### src/rtl/regfile_sb.sv
// Multi-read-port register file with a write-pending scoreboard for the ID stage.
// Define REGFILE_SB_BYPASS_EN to forward a same-cycle writeback to the read ports.

module regfile_sb_rdport #(
  parameter int DATA_W = 32,
  parameter int ADDR_W = 5,
  parameter int DEPTH  = 32
) (
  input  logic [ADDR_W-1:0]             raddr_i,
  input  logic [DEPTH-1:0][DATA_W-1:0]  mem_i,
  input  logic [DEPTH-1:0]              busy_i,
  input  logic                          fwd_i,
  input  logic [DATA_W-1:0]             wdata_i,
  output logic [DATA_W-1:0]             rdata_o,
  output logic                          rbusy_o
);
  assign rdata_o = fwd_i ? wdata_i : mem_i[raddr_i];
  assign rbusy_o = fwd_i ? 1'b0    : busy_i[raddr_i];
endmodule

module regfile_sb #(
  parameter int DATA_W = 32,
  parameter int ADDR_W = 5,
  parameter int NREAD  = 2
) (
  input  logic                      clk,
  input  logic                      rst,
  input  logic                      we,
  input  logic [ADDR_W-1:0]         waddr,
  input  logic [DATA_W-1:0]         wdata,
  input  logic [NREAD*ADDR_W-1:0]   raddr,
  output logic [NREAD*DATA_W-1:0]   rdata,
  output logic [NREAD-1:0]          rbusy,
  input  logic                      iss_valid,
  input  logic [ADDR_W-1:0]         iss_addr,
  output logic [(1<<ADDR_W)-1:0]    busy_vec,
  output logic [ADDR_W:0]           busy_cnt
);
  localparam int DEPTH = 1 << ADDR_W;

  if (NREAD < 1 || NREAD > 4) begin : g_bad_nread
    $error("regfile_sb: NREAD must be in 1..4");
  end

  logic [DEPTH-1:0][DATA_W-1:0] mem_q;
  logic [DEPTH-1:0]             busy_q, busy_d;
  logic [ADDR_W:0]              cnt_q, cnt_d;
  logic                         wr_en, iss_en, cnt_inc, cnt_dec;

  assign wr_en  = we && (waddr != '0);
  assign iss_en = iss_valid && (iss_addr != '0);

  // Clear first, then set: a new producer on the same index supersedes the old one.
  always_comb begin
    busy_d = busy_q;
    if (wr_en)  busy_d[waddr]    = 1'b0;
    if (iss_en) busy_d[iss_addr] = 1'b1;
  end

  // Counter tracks 0->1 and 1->0 transitions only, so it stays equal to the popcount.
  always_comb begin
    cnt_inc = iss_en && !busy_q[iss_addr];
    cnt_dec = wr_en && busy_q[waddr] && !(iss_en && (iss_addr == waddr));
    cnt_d   = cnt_q + {{ADDR_W{1'b0}}, cnt_inc} - {{ADDR_W{1'b0}}, cnt_dec};
  end

  always_ff @(posedge clk) begin
    if (rst) begin
      mem_q  <= '0;
      busy_q <= '0;
      cnt_q  <= '0;
    end else begin
      if (wr_en) mem_q[waddr] <= wdata;
      busy_q <= busy_d;
      cnt_q  <= cnt_d;
    end
  end

  logic [NREAD-1:0][ADDR_W-1:0] ra;
  logic [NREAD-1:0][DATA_W-1:0] rd;
  logic [NREAD-1:0]             fwd;

  assign ra    = raddr;
  assign rdata = rd;

  for (genvar i = 0; i < NREAD; i++) begin : g_port
`ifdef REGFILE_SB_BYPASS_EN
    assign fwd[i] = wr_en && (ra[i] == waddr);
`else
    assign fwd[i] = 1'b0;
`endif
    regfile_sb_rdport #(.DATA_W(DATA_W), .ADDR_W(ADDR_W), .DEPTH(DEPTH)) u_rd (
      .raddr_i (ra[i]),
      .mem_i   (mem_q),
      .busy_i  (busy_q),
      .fwd_i   (fwd[i]),
      .wdata_i (wdata),
      .rdata_o (rd[i]),
      .rbusy_o (rbusy[i])
    );
  end

  assign busy_vec = busy_q;
  assign busy_cnt = cnt_q;
endmodule

### config.mk
export PLATFORM = sky130hd
export DESIGN_NAME = regfile_sb
export DESIGN_NICKNAME = d
export VERILOG_FILES = /design/src/rtl/regfile_sb.sv
export SDC_FILE = /design/constraint.sdc
export NUM_CORES = 2
export LEC_CHECK = 0
export BUFFER_PORTS_ARGS = -buffer_cell sky130_fd_sc_hd__buf_2
export CORE_ASPECT_RATIO = 0.6
export CORE_MARGIN = 1.5
export CORE_UTILIZATION = 30
export DETAILED_ROUTE_END_ITERATION = 10
export HOLD_SLACK_MARGIN = 0.06
export SLEW_MARGIN = 20
export SYNTH_ARGS = -nofsm -noshare
export SYNTH_HDL_FRONTEND = slang
export SYNTH_HIERARCHICAL = 1
export SYNTH_SLANG_ARGS = --single-unit
### constraint.sdc
create_clock -name clk -period 5.55 [get_ports clk]
set_clock_uncertainty 0.2 [all_clocks]
set_input_delay 1.11 -clock clk [delete_from_list [all_inputs] [get_ports clk]]
set_output_delay 1.11 -clock clk [all_outputs]
set_load 0.005 [all_outputs]
# Word level (Yosys, flattened, before mapping)
# Index checks and enable logic that the tools add are counted.
[totals]
reg_bits = 1062
latchBits = 0
mem_bits_rw = 0
rom_bits = 0
memories = 0
[op_classes]
n_addsub = 2
multipliers = 0
div_mod_pow = 0
magnitude_cmp = 6
n_eq_ne = 1
n_shift = 0
muxes = 21
n_bitwise = 3
reduce_logical = 12
[op_table]
columns = ["operator", "n"]
rows = [
  ["$bwmux W1024", 1],
  ["$bmux W32 S5", 2],
  ["$demux W32 S5", 1],
  ["$mux W32", 5],
  ["$and A32 B32 Y32", 1],
  ["$not A32 Y32", 1],
  ["$or A32 B32 Y32", 1],
  ["$lt A5 B6 Y1 const B", 4],
  ["$bmux W1 S5", 4],
  ["$demux W1 S5", 2],
  ["$ge A5 B1 Y1 const B", 2],
  ["$reduce_bool A5 Y1", 2],
  ["$logic_and A1 B1 Y1", 8],
  ["$add A6 B1 Y6", 1],
  ["$mux W1", 6],
  ["$sub A6 B1 Y6", 1],
  ["$eq A5 B5 Y1", 1],
  ["$logic_not A1 Y1", 2],
]

# Logic depth before layout (Yosys ltp)
[logic_depth]
depth_word = 9
ltp_mapped = 15
mapped_depth_nobuf = 12

# Hierarchy
# The synthesis kept the hierarchy.
[by_module_without_submodules]
columns = ["mod", "n_inst", "cells_each", "area_each_um2"]
rows = [
  ["regfile_sb", 1, 4763, 38124.1],
  ["regfile_sb_rdport", 2, 1087, 9811.9],
]

# Least setup slack after synthesis
# OpenSTA, ideal clock, no wires.
[synth_timing]
path_type = "input to register"
from = "input iss_addr[0]"
to = "register cnt_q[4], in the netlist busy_cnt[4]"
setup_ns = 0.128
t_arrival_ns = 3.703
required_ns = 5.222
setup_slack_ns = 1.519
stages = 13
n_path_buf = 1
cell_sequence = "buf_2 mux4_2 mux2_2 a22oi_1 nand4b_1 ha_1 inv_1 ha_1 fa_1 a21o_1 a21oi_1 xor2_1 nor2_1"
[synth_via]
elab_chain_cells = 6
word_cells_on_any_way = 12
cone_classes = "add/sub (2); eq/ne (1); mux (2); reduce/logical (7)"
[synth_lines]
columns = ["element", "line", "source"]
rows = [
  ["start: declaration", "35", "input logic [ADDR_W-1:0] iss_addr,"],
  ["$bmux W1 S5 or $reduce_bool A5 Y1 (tied branches)", "62, 51", ""],
  ["$mux W1 (not written as such) or $logic_and A1 B1 Y1 (tied branches)", "62, 51", ""],
  ["$logic_not A1 Y1 or $logic_and A1 B1 Y1 (tied branches)", "62, 63", ""],
  ["$logic_and A1 B1 Y1 or $logic_not A1 Y1 (tied branches)", "62, 63", ""],
  ["$add A6 B1 Y6 or $logic_and A1 B1 Y1 (tied branches)", "64, 63", ""],
  ["$sub A6 B1 Y6 (*)", "64", "cnt_d = cnt_q + {{ADDR_W{1'b0}}, cnt_inc} - {{ADDR_W{1'b0}}, cnt_dec};"],
  ["end signal: assignment", "75", "cnt_q <= cnt_d;"],
  ["end: declaration", "47", "logic [ADDR_W:0] cnt_q, cnt_d;"],
]
# Mark *: on every way between the ends. The rest lies on a longest branch, timed or not. The select of a mux whose other input is x is not followed.
# A chain may end at the register's enable or synchronous reset.

# Worst setup path after layout
[layout_timing]
from = "input raddr[7]"
to = "output rdata[58]"
[layout_via]
elab_chain_cells = 2
[layout_lines]
columns = ["element", "line", "source"]
rows = [
  ["start: declaration", "31", "input logic [NREAD*ADDR_W-1:0] raddr,"],
  ["$bmux W32 S5", "17", "assign rdata_o = fwd_i ? wdata_i : mem_i[raddr_i];"],
  ["$mux W32 (not written as such)", "17", ""],
  ["end: declaration", "32", "output logic [NREAD*DATA_W-1:0] rdata,"],
]
# Every way passes these cells. The select of a mux whose other input is x is not followed.

==> qor.csv <==
stage;metric;value;unit
die;Initial Util;0.3026;
clock_network;clk_lat worst skew;0.77;ns
sta;Worst Tran Pin Value;1.194;ns
sta;slew margin rel.;0.2023;
detailed_routing;Initial DRC Count;8333;
detailed_routing;antenna-violating nets left;0;
finish;register area;21260;µm²
die;DIE WIDTH;569.4;µm
die;core area;190800;µm²
finish;final instance area;64520;µm²
logic_synthesis;register area share after synthesis;0.3682;
setup_path;worst-path maximum fanout;35;
clock_network;H-tree level count;3;
logic_synthesis;Cells after Synth;6937;
run_status;run status;finished clean;
clock_network;CTS tree;built;
sta;Final min period;5.186;ns
finish;nets@finish;6824;
flow_run;total of max-cap violations;0;
global_route;vias in the first global route;50250;
setup_path;crit end category;primary output;
clock_network;TritonCTS buffer count;109;
global_route;first-pass GRT wire length;362.6;mm
detailed_routing;DRT Wirelength;255.6;mm
finish;Multi-input gate area;32960;µm²
sta;Final Hold Vio Count;0;
placed_design;cell count after placement;9170;
sta;Slew Viols, Final;0;
setup_path;Setup CP Type;input pin to primary output;
die;die area;195200;µm²
power;power per standard cell area;277.8;nW/µm²
sta;Final Cycle Share;0.9345;
finish;fin cells;9386;
die;Rows;124;
finish;Fill cells;19490;
global_route;GRT overflow;0;
power;Max VDD drop;266.6;µV
die;DIE HEIGHT;342.8;µm
placed_design;Detail Placement HPWL;156.6;mm
placed_design;Post-DP Area;60780;µm²
placed_design;Port Buf Inserts;159;
setup_path;required time worst endpoint;4.24;ns
finish;area growth from synthesis to layout;11.72;%
detailed_routing;drt drc;0;
clock_network;clk slew on worst S/H paths;0.06;ns
die;I/O Pins;160;
logic_synthesis;Post-Syn Area per Cell;8.325;µm²
detailed_routing;Via density;5.913;
detailed_routing;routed wire length per instance;27.23;µm
power;Leak Pwr;0.02326;µW
sta;Max Fclk;192.8;MHz
setup_path;Worst Path Arrival;3.88;ns
sta;worst hold slack;0.2684;ns
logic_synthesis;flops & latches, synth;1062;
placed_design;GPL Wtd Cong;0.9365;
min_path;Worst Hold Class;register to register;
sta;Final setup viols;0;
global_route;largest net degree at the start of global routing;207;
global_route;GRT Total Usage;0.2496;
detailed_routing;via count;55500;
clock_network;Root Buffer;clkbuf_16;
detailed_routing;router iterations before antenna repair;8;
sta;setup_tns;0;ns
clock_network;post-CTS resize count;0;
logic_synthesis;synth unique cells;61;
clock_network;Setup Buffers After CTS;0;
setup_path;Critical Path Source Type;input pin;
sta;RSZ-0062 raised after global routing;no;
global_route;initial antenna violation count;17;
logic_synthesis;synthesized area;57750;µm²
clock_network;Longest Clk Path Bufs;3;
clock_network;Hold Buf Count CTS;0;
finish;layout cells sized above 1;0.1323;
logic_synthesis;Ys Warns;6;
clock_network;clk sinks;1062;
registers in the layout, summed over array words and instances (netlist names):
register,cells
busy_cnt,6
busy_vec,32
mem_q,1024
metal layers:
metal	up-vias	track usage	wire, µm
met5	-	0	32
met4	6	0.1187	13700
met3	754	0.08139	37440
met2	4016	0.3515	102700
met1	26800	0.3406	101700
li1	23920	-	-
per-stage QoR:
step           worst slack [ns]  total power, µW  utilization
2_1_floorplan             1.519             9336            -
3_3_place_gp             0.5689            10170       0.3185
3_5_place_dp             0.5703            10190       0.3185
4_1_cts                  0.5742            17850       0.3379
5_1_grt                  0.3853            18310       0.3380
6_report                 0.3636            17920       0.3381
synth_stat cells, drive strengths merged:
cell type	number	area, µm²
and3b	8	70.07
nor4	1	6.260
nand3	4	45.04
a211oi	3	22.52
a2bb2oi	2	17.52
xnor2	7	61.31
dfxtp	1062	21260
buf	357	2412
nand2	2087	7834
conb	1	3.750
nand4b	1	8.760
ha	6	75.07
inv	8	30.03
a211o	1	8.760
mux2	9	101.4
nor2b	42	262.8
a21bo	1	10.01
mux4	25	563.0
or3b	4	42.54
fa	1	20.02
nand3b	5	91.34
o22a	2	17.52
a22o	129	1130
mux2i	1038	10390
xor2	2	17.52
o41ai	64	1041
o22ai	68	425.4
o31ai	1	7.510
clkbuf	342	1306
and2	5	31.28
a21o	3	22.52
o31a	1	8.760
nor3b	6	60.06
o221ai	2	17.52
a22oi	288	2162
nor2	72	490.5
and3	5	31.28
o211ai	3	22.52
or2	3	18.77
or3	2	17.52
nand2b	8	50.05
a31oi	2	12.51
nor3	4	20.02
a21oi	1123	5733
a221oi	129	1768
worst max-delay path, cell delays in order:
cell and delay [ns]:
buf_2 0.27, nor2b_4 0.78, buf_12 0.34, buf_4 0.23
a221oi_2 0.08, o22ai_1 0.57, o41ai_2 0.21, buf_2 0.19
cell families (layout without fill, tap and decap cells):
group	Yosys count	in the layout	synth area share
simple gates	2257	2257	0.1572
compound gates	1822	1822	0.2152
mux	1072	1072	0.1914
fa+ha+maj	7	7	0.001647
flops	1062	1062	0.3682
other cells	1	21	0.00006494
buf+inv	707	616	0.06491
xor+xnor	9	9	0.001365
cells in the final DEF, fill, tap and decap left out, drive strengths merged, types with 9 or more instances in the layout:
cell type / Yosys / layout
nand2: 2087 / 2087
a21oi: 1123 / 1123
dfxtp: 1062 / 1062
mux2i: 1038 / 1038
buf: 357 / 409
a22oi: 288 / 288
clkbuf: 342 / 164
a22o: 129 / 129
a221oi: 129 / 129
nor2: 72 / 72
o22ai: 68 / 68
o41ai: 64 / 64
nor2b: 42 / 42
mux4: 25 / 25
clkinv: 0 / 22
diode: 0 / 17
inv: 8 / 12
mux2: 9 / 9
where the power goes:
part	switching (µW)	internal (µW)
clock network	3440	4350
logic	1590	786
registers	61.0	7690
total	5100	12800
worst paths after layout:
| check | startpoint | end | slack (ns) | cells past startpoint |
|---|---|---|---|---|
| setup / recovery | raddr[7] | rdata[58] | 0.36 | 8 |
| hold / removal | mem_q[909] | mem_q[909] | 0.27 | 2 |
| setup reg to reg | busy_vec[3] | busy_cnt[4] | 2.20 | 12 |
| hold reg to reg | mem_q[909] | mem_q[909] | 0.27 | 2 |
area by class of cell:
cell class              instances  area share
well taps                    2520     0.04887
clock inverters                35    0.007311
multi-input cells            5171      0.5108
repair buffers                409     0.05236
diodes                         17   0.0006594
clock buffers                 164     0.04998
inverters                       8   0.0004654
flip-flops and latches       1062      0.3295
Note: power is estimated with default switching activity, not from simulation.
